**src/rtl/mimc_mod_reduce.sv**
```systemverilog
// mimc_mod_reduce
//   Sequential restoring-division reducer: computes x mod PRIME (and,
//   optionally, floor(x / PRIME)) one operand bit per clock, MSB first.
//   Parameters:
//     WIDTH    - modulus / remainder width
//     IN_WIDTH - operand width (IN_WIDTH >= WIDTH)
//     PRIME    - modulus, 1 < PRIME < 2^WIDTH
//   Ports:
//     clk, rst_n           - clock, asynchronous active-low reset
//     in_valid / in_ready  - operand handshake (accepted only in IDLE)
//     in_data              - operand x
//     out_valid / out_ready- result handshake (held until out_ready)
//     out_rem              - x mod PRIME, zero while out_valid=0
//     out_quot             - floor(x / PRIME), zero while out_valid=0
//   Build option:
//     MIMC_MOD_QUOTIENT_EN - when defined, adds out_quot and the quotient
//                            shift register; remainder and timing unchanged.
module mimc_mod_reduce #(
   parameter int unsigned      WIDTH    = 256,
   parameter int unsigned      IN_WIDTH = 512,
   parameter logic [WIDTH-1:0] PRIME    = 256'd21888242871839275222246405745257275088548364400416034343698204186575808495617
) (
   input  logic                clk,
   input  logic                rst_n,
   input  logic                in_valid,
   output logic                in_ready,
   input  logic [IN_WIDTH-1:0] in_data,
   output logic                out_valid,
   input  logic                out_ready,
   output logic [WIDTH-1:0]    out_rem
`ifdef MIMC_MOD_QUOTIENT_EN
   ,
   output logic [IN_WIDTH-1:0] out_quot
`endif
);

   localparam int unsigned CW = $clog2(IN_WIDTH + 1);

   typedef enum logic [1:0] {IDLE, BUSY, DONE} state_t;

   state_t              state_q, state_d;
   logic [IN_WIDTH-1:0] x_q;
   logic [WIDTH-1:0]    r_q;
   logic [CW-1:0]       cnt_q;
   logic                last_step;

   logic [WIDTH:0]      r_ext;
   logic [WIDTH:0]      r_sub;
   logic                ge;
   logic [WIDTH-1:0]    r_step;

   // One restoring step: bring in the next operand bit, subtract PRIME if it fits.
   // Remainder stays below PRIME, so WIDTH+1 bits always suffice.
   always_comb begin
      r_ext  = {r_q, x_q[IN_WIDTH-1]};
      ge     = (r_ext >= {1'b0, PRIME});
      r_sub  = r_ext - {1'b0, PRIME};
      r_step = ge ? r_sub[WIDTH-1:0] : r_ext[WIDTH-1:0];
   end

   assign last_step = (cnt_q == CW'(IN_WIDTH - 1));

   always_comb begin
      state_d = state_q;
      case (state_q)
         IDLE:    if (in_valid)  state_d = BUSY;
         BUSY:    if (last_step) state_d = DONE;
         DONE:    if (out_ready) state_d = IDLE;
         default: state_d = IDLE;
      endcase
   end

   assign in_ready  = (state_q == IDLE);
   assign out_valid = (state_q == DONE);
   assign out_rem   = out_valid ? r_q : '0;

   always_ff @(posedge clk or negedge rst_n) begin
      if (!rst_n) begin
         state_q <= IDLE;
         x_q     <= '0;
         r_q     <= '0;
         cnt_q   <= '0;
      end else begin
         state_q <= state_d;
         case (state_q)
            IDLE: begin
               if (in_valid) begin
                  x_q   <= in_data;
                  r_q   <= '0;
                  cnt_q <= '0;
               end
            end
            BUSY: begin
               x_q   <= x_q << 1;
               r_q   <= r_step;
               cnt_q <= cnt_q + 1'b1;
            end
            default: ;
         endcase
      end
   end

`ifdef MIMC_MOD_QUOTIENT_EN
   logic [IN_WIDTH-1:0] q_q;

   always_ff @(posedge clk or negedge rst_n) begin
      if (!rst_n) begin
         q_q <= '0;
      end else if (state_q == IDLE && in_valid) begin
         q_q <= '0;
      end else if (state_q == BUSY) begin
         q_q <= (q_q << 1) | IN_WIDTH'(ge);
      end
   end

   assign out_quot = out_valid ? q_q : '0;
`endif

endmodule

```
**config.mk**
```make
export PLATFORM = sky130hd
export DESIGN_NAME = mimc_mod_reduce
export DESIGN_NICKNAME = d
export VERILOG_FILES = /design/src/rtl/mimc_mod_reduce.sv
export SDC_FILE = /design/constraint.sdc
export NUM_CORES = 2
export LEC_CHECK = 0
export BUFFER_PORTS_ARGS = -buffer_cell sky130_fd_sc_hd__buf_4
export CAP_MARGIN = 20
export CORE_MARGIN = 2
export CORE_UTILIZATION = 50
export CTS_CLUSTER_SIZE = 24
export DETAILED_ROUTE_END_ITERATION = 7
export GPL_TIMING_DRIVEN = 0
export PLACE_DENSITY = 0.8
export RECOVER_POWER = 50
export SLEW_MARGIN = 5
export SYNTH_ARGS = -nofsm -noshare
export SYNTH_HDL_FRONTEND = slang
export SYNTH_SLANG_ARGS = --single-unit
```
**constraint.sdc**
```tcl
create_clock -name clk -period 9.5 [get_ports clk]
set_input_delay 1.9 -clock clk [delete_from_list [all_inputs] [get_ports clk]]
set_output_delay 1.9 -clock clk [all_outputs]
set_load 0.005 [all_outputs]
```
; Word level (Yosys, flattened, before mapping)
; Index checks and enable logic that the tools add are counted.
[totals]
reg_bits = 780
input_bits = 516
output_inout_bits = 258
wordCells = 29
[op_classes]
n_addsub = 2
magnitude_cmp = 1
eq_ne = 6
mux = 12
reduce_logical = 4
[op_table]
columns = cell, count
row1 = $pmux W512 S2, 1
row2 = $mux W256, 3
row3 = $mux W512, 1
row4 = $pmux W256 S2, 1
row5 = $ge A257 B254 Y1 const B, 1
row6 = $sub A256 B254 Y256 const B, 1
row7 = $pmux W10 S2, 1
row8 = $add A10 B1 Y10 const B, 1
row9 = $eq A10 B9 Y1 const B, 1
row10 = $mux W10, 1
row11 = $mux W2, 3
row12 = $pmux W2 S3, 1
row13 = $ne A2 B2 Y1 const B, 2
row14 = $reduce_and A3 Y1, 1
row15 = $eq A2 B1 Y1 const B, 1
row16 = $eq A2 B2 Y1 const B, 1
row17 = $logic_not A2 Y1, 1
row18 = $ne A2 B1 Y1 const B, 1
row19 = $reduce_and A2 Y1, 1
row20 = $reduce_bool A2 Y1, 1

; Longest topological paths before layout
[logic_depth]
depth_word = 3
depth_mapped = 16
mapped_depth_nobuf = 13

; Least setup slack after synthesis
; OpenSTA, ideal clock, no wires.
[synth_timing]
path_kind = reg2reg
startpoint = register r_q[72]
endpoint = register r_q[251]
setup_time_ns = 0.131
arrival_time_ns = 3.730
t_required_ns = 9.369
setup_slack_ns = 5.638
path_stages_with_launch = 13
n_path_buf = 1
period_less_slack_ns = 3.862
cell_sequence = dfrtp_1 -> buf_6 -> or4_4 -> or4b_4 -> or2_0 -> or4b_1 -> o211ai_2 -> o2111ai_2 -> a31oi_4 -> o311a_4 -> o21bai_4 -> o211a_1 -> or3_1
[synth_between]
elab_chain_cells = 3
word_cells_on_any_way = 4
classes_between = add/sub (1) / order compare (1) / mux (2)
[synth_lines]
columns = element, line_no
row1 = "start, declared", 43  ; logic [WIDTH-1:0] r_q;
row2 = "start signal, assigned", 95  ; r_q <= r_step;
row3 = $sub A256 B254 Y256 or $ge A257 B254 Y1 (tied branches), "57, 56"
row4 = $mux W256 (*), 58  ; r_step = ge ? r_sub[WIDTH-1:0] : r_ext[WIDTH-1:0];
row5 = $pmux W256 S2 (*), 85  ; case (state_q)
; Every way passes the cells marked *; elsewhere a longest branch is shown, timed or not.
; A chain may end at the register's enable or synchronous reset.

; Worst setup path after layout
[layout_timing]
startpoint = register r_q[6]
endpoint = register r_q[177]
; The elaborated chain is that of the path after synthesis.

==> metrics.yaml <==
clock_tree:
  clk_latency_ps: 700
  root_buffer: "clkbuf_16"
  cts_tree: "built"
  postCtsSetupBuffers: 0
  clock-sinks: 780
  htreeDepth: 3
  cts_max_path_buffers: 3
  cts.clk_slew.worst_paths_ps: 60
  cts-resized-gates: 0
  hold_buffers: 0
  cts_buffers: 89
cells_and_area:
  multiInputGateArea_um2: 27900
  post_route_cells_drive_above_1_share_pct: 13.9
  fillers: 8830
  area_delta_synth_final_pct: 21.6
  seqCellArea_um2: 19500
  nets: 7767
  final_core_util_pct: 61.5
  design_area_um2: 60600
run:
  drv_cap: 2
synthesis:
  ys_ff_latch: 780
  synth_edf_count: 0
  synth_top_cell_by_area: "dfrtp_1"
  seq_area_frac_synth_pct: 39.1
  synthTopCellsByArea: "dfrtp_1 39%, o21ai_0 9.1%, nor3b_1 7.9%, nand2_1 7.4%, a21oi_1 6.7%"
  synth_fp_nets: 6886
  yosysWarnings: 0
  syn-instance-count: 6367
  synthFlopType: "dfrtp_1"
  synthArstFlopShare_pct: 100
  synth.top_cell.area_share_pct: 39.1
  synth_common_cells: "985 x nand2_1, 905 x o21ai_0, 780 x dfrtp_1, 665 x a21oi_1, 543 x clkbuf_1"
  syn-cell-area_um2: 49900
  synth_most_common_cell: "nand2_1"
  syn_area_per_cell_um2: 7.83
  synthDistinctLibCells: 95
die:
  start_util_pct: 50.6
  coreArea_um2: 98600
  boundaryPins: 774
  die-area_um2: 102000
  dieWidth_um: 320
  rows: 115
  die_h_um: 320
global_routing:
  track_usage_pct: 42.2
  antenna_found_initial: 61
  gr-total-overflow: 0
  grt_pass1_wl_um: 328000
  first_global_vias: 52100
  grt_max_degree: 113
pwr:
  p_comb_share_pct: 45.0
  clkPwrFrac_pct: 22.7
  leakage_nw: 23.5
  p_sw_mw: 6.92
  p_per_area_nw_per_um2: 256
  peakVddDrop_mv: 0.160
  intPower_mw: 8.59
  swShare_pct: 44.6
  power_frac_seq_pct: 32.3
timing:
  skew_ps: 31.2
  slew-limit-headroom_pct: -79.1
  fin_crit_ps: 6510
  hold_slack_ps: 477
  clock.fmax_ghz: 0.154
  rsz0062_at_grt: "false"
  setup_viol: 0
  hold_viol_final: 0
  min_period_over_period_pct: 68.6
  maxSlewViolCount: 136
  max_slew.worst_pin.slew_ps: 2690
setup_path:
  cp_data_arrival_time_ps: 7050
  reg2reg_from: "r_q[6]$_DFFE_PN0P_"
  cp-start-kind: "flip-flop"
  cp_max_fo: 10
  rr_worst_depth: 12
  rr_endpoint: "r_q[177]$_DFFE_PN0P_"
  criticalPathCategory: "flip-flop to flip-flop"
  r2r_slack_ps: 2990
  worst_ep_required_time_ps: 10040
  worstSetupEndpointType: "flip-flop"
min_path:
  hold_path_class: "flip-flop to flip-flop"
  hp-start: "x_q[490]$_DFFE_PN0P_"
  hold_end: "x_q[490]$_DFFE_PN0P_"
  hold_path_depth: 2
detailed_routing:
  vias: 55000
  drt-pass1-iter-count: 8
  wire_per_inst_um: 25.8
  viasPerCell: 6.36
  ant_nets: 0
  drt-total-wl_um: 223000
  drt-initial-drc-count: 7425
  drc: 2
status:
  violations: "design-rule violations, max-capacitance violations, max-slew violations"
  outcome: "finished, violations left"
placement:
  placed_area_um2: 57600
  place_congestion: 1.05
  io_buffers: 773
  hpwl_um: 171000
==> cell families after synthesis <==
kind of cell,synth area share (%)
compound gates,21.9
xor+xnor,3.93
fa+ha+maj,0.0753
buf+inv,5.01
flops,39.1
mux,0.146
simple gates,29.8
==> layout by cell type (no fill, tap or decap), drive strengths merged, types with 30 or more instances in the layout <==
master / count
nand2: 985
or2: 34
o21a: 30
o211ai: 45
a21oi: 665
or4: 37
clkbuf: 681
a31oi: 34
nor4: 75
buf: 836
nand4: 51
xor2: 103
xnor2: 121
nor3b: 523
or3: 45
and2: 285
nor3: 131
diode: 50
and3: 39
nor2: 261
o21ai: 908
dfrtp: 780
nand3: 124
inv: 57
==> power by group through the flow <==
stage	Clock, mW	Combinational (mW)	Sequential (mW)
after floorplan	0	4.51	4.76
after global routing	3.66	7.45	5.11
after CTS	3.52	6.72	4.97
after global placement	0	6.54	4.98
final	3.52	6.97	5.01
after detailed placement	0	6.68	5.01
==> per-stage QoR <==
step | setup WS (ps) | total power, mW | setup TNS, ps | cells
final | 2990 | 15.5 | 0 | 8653
after global routing | 2600 | 16.2 | 0 | 8643
after detailed placement | 3440 | 11.7 | 0 | 8442
after global placement | -2740 | 11.5 | -1943060 | 8427
after floorplan | 5640 | 9.28 | 0 | 6367
after CTS | 3440 | 15.2 | 0 | 8601
==> critical path, stage by stage, from the launching register on <==
cell      delay [ps]
dfrtp_1          460
or4_1            630
or3_1            510
clkbuf_1         290
nor4_1           520
nor4_1           190
o21ai_0          890
o21ai_0          710
o21ai_0          900
o21ai_0          410
a41oi_1          570
xnor2_1          180
o21ai_0           90
==> flip-flops by register name, indices dropped and copies added (netlist names) <==
register / flops
x_q: 512
state_q: 2
cnt_q: 10
r_q: 256
==> per-layer routing <==
layer / vias up / wire length, um / global-route usage, %
met4: 20 / 16100 / 26.6
li1: 24300 / - / -
met2: 3446 / 98500 / 64.2
met5: - / 121 / 0
met3: 828 / 24800 / 10.8
met1: 26500 / 83800 / 53.5
==> how the worst max path moves through the flow <==
stage	from	end	slack (ps)	depth (start not counted)
3_5_place_dp	r_q[6]$_DFFE_PN0P_	r_q[177]$_DFFE_PN0P_	3440	12
2_1_floorplan	r_q[72]$_DFFE_PN0P_	r_q[251]$_DFFE_PN0P_	5640	12
3_3_place_gp	rst_n	x_q[121]$_DFFE_PN0P_	-2740	1
4_1_cts	r_q[6]$_DFFE_PN0P_	r_q[177]$_DFFE_PN0P_	3440	12
6_report	r_q[6]$_DFFE_PN0P_	r_q[177]$_DFFE_PN0P_	2990	12
5_1_grt	rst_n	x_q[119]$_DFFE_PN0P_	2600	4
==> final cells by class <==
cell class | count | share of cell area, %
clock buffers | 128 | 4.23
clock inverters | 31 | 0.609
plain buffers | 600 | 3.78
flip-flops and latches | 780 | 32.2
multi-input cells | 4931 | 45.9
diodes | 50 | 0.206
well taps | 1287 | 2.66
inverters | 56 | 0.347
repair buffers | 790 | 10.1
No activity file was read; power rests on OpenSTA's default activity.
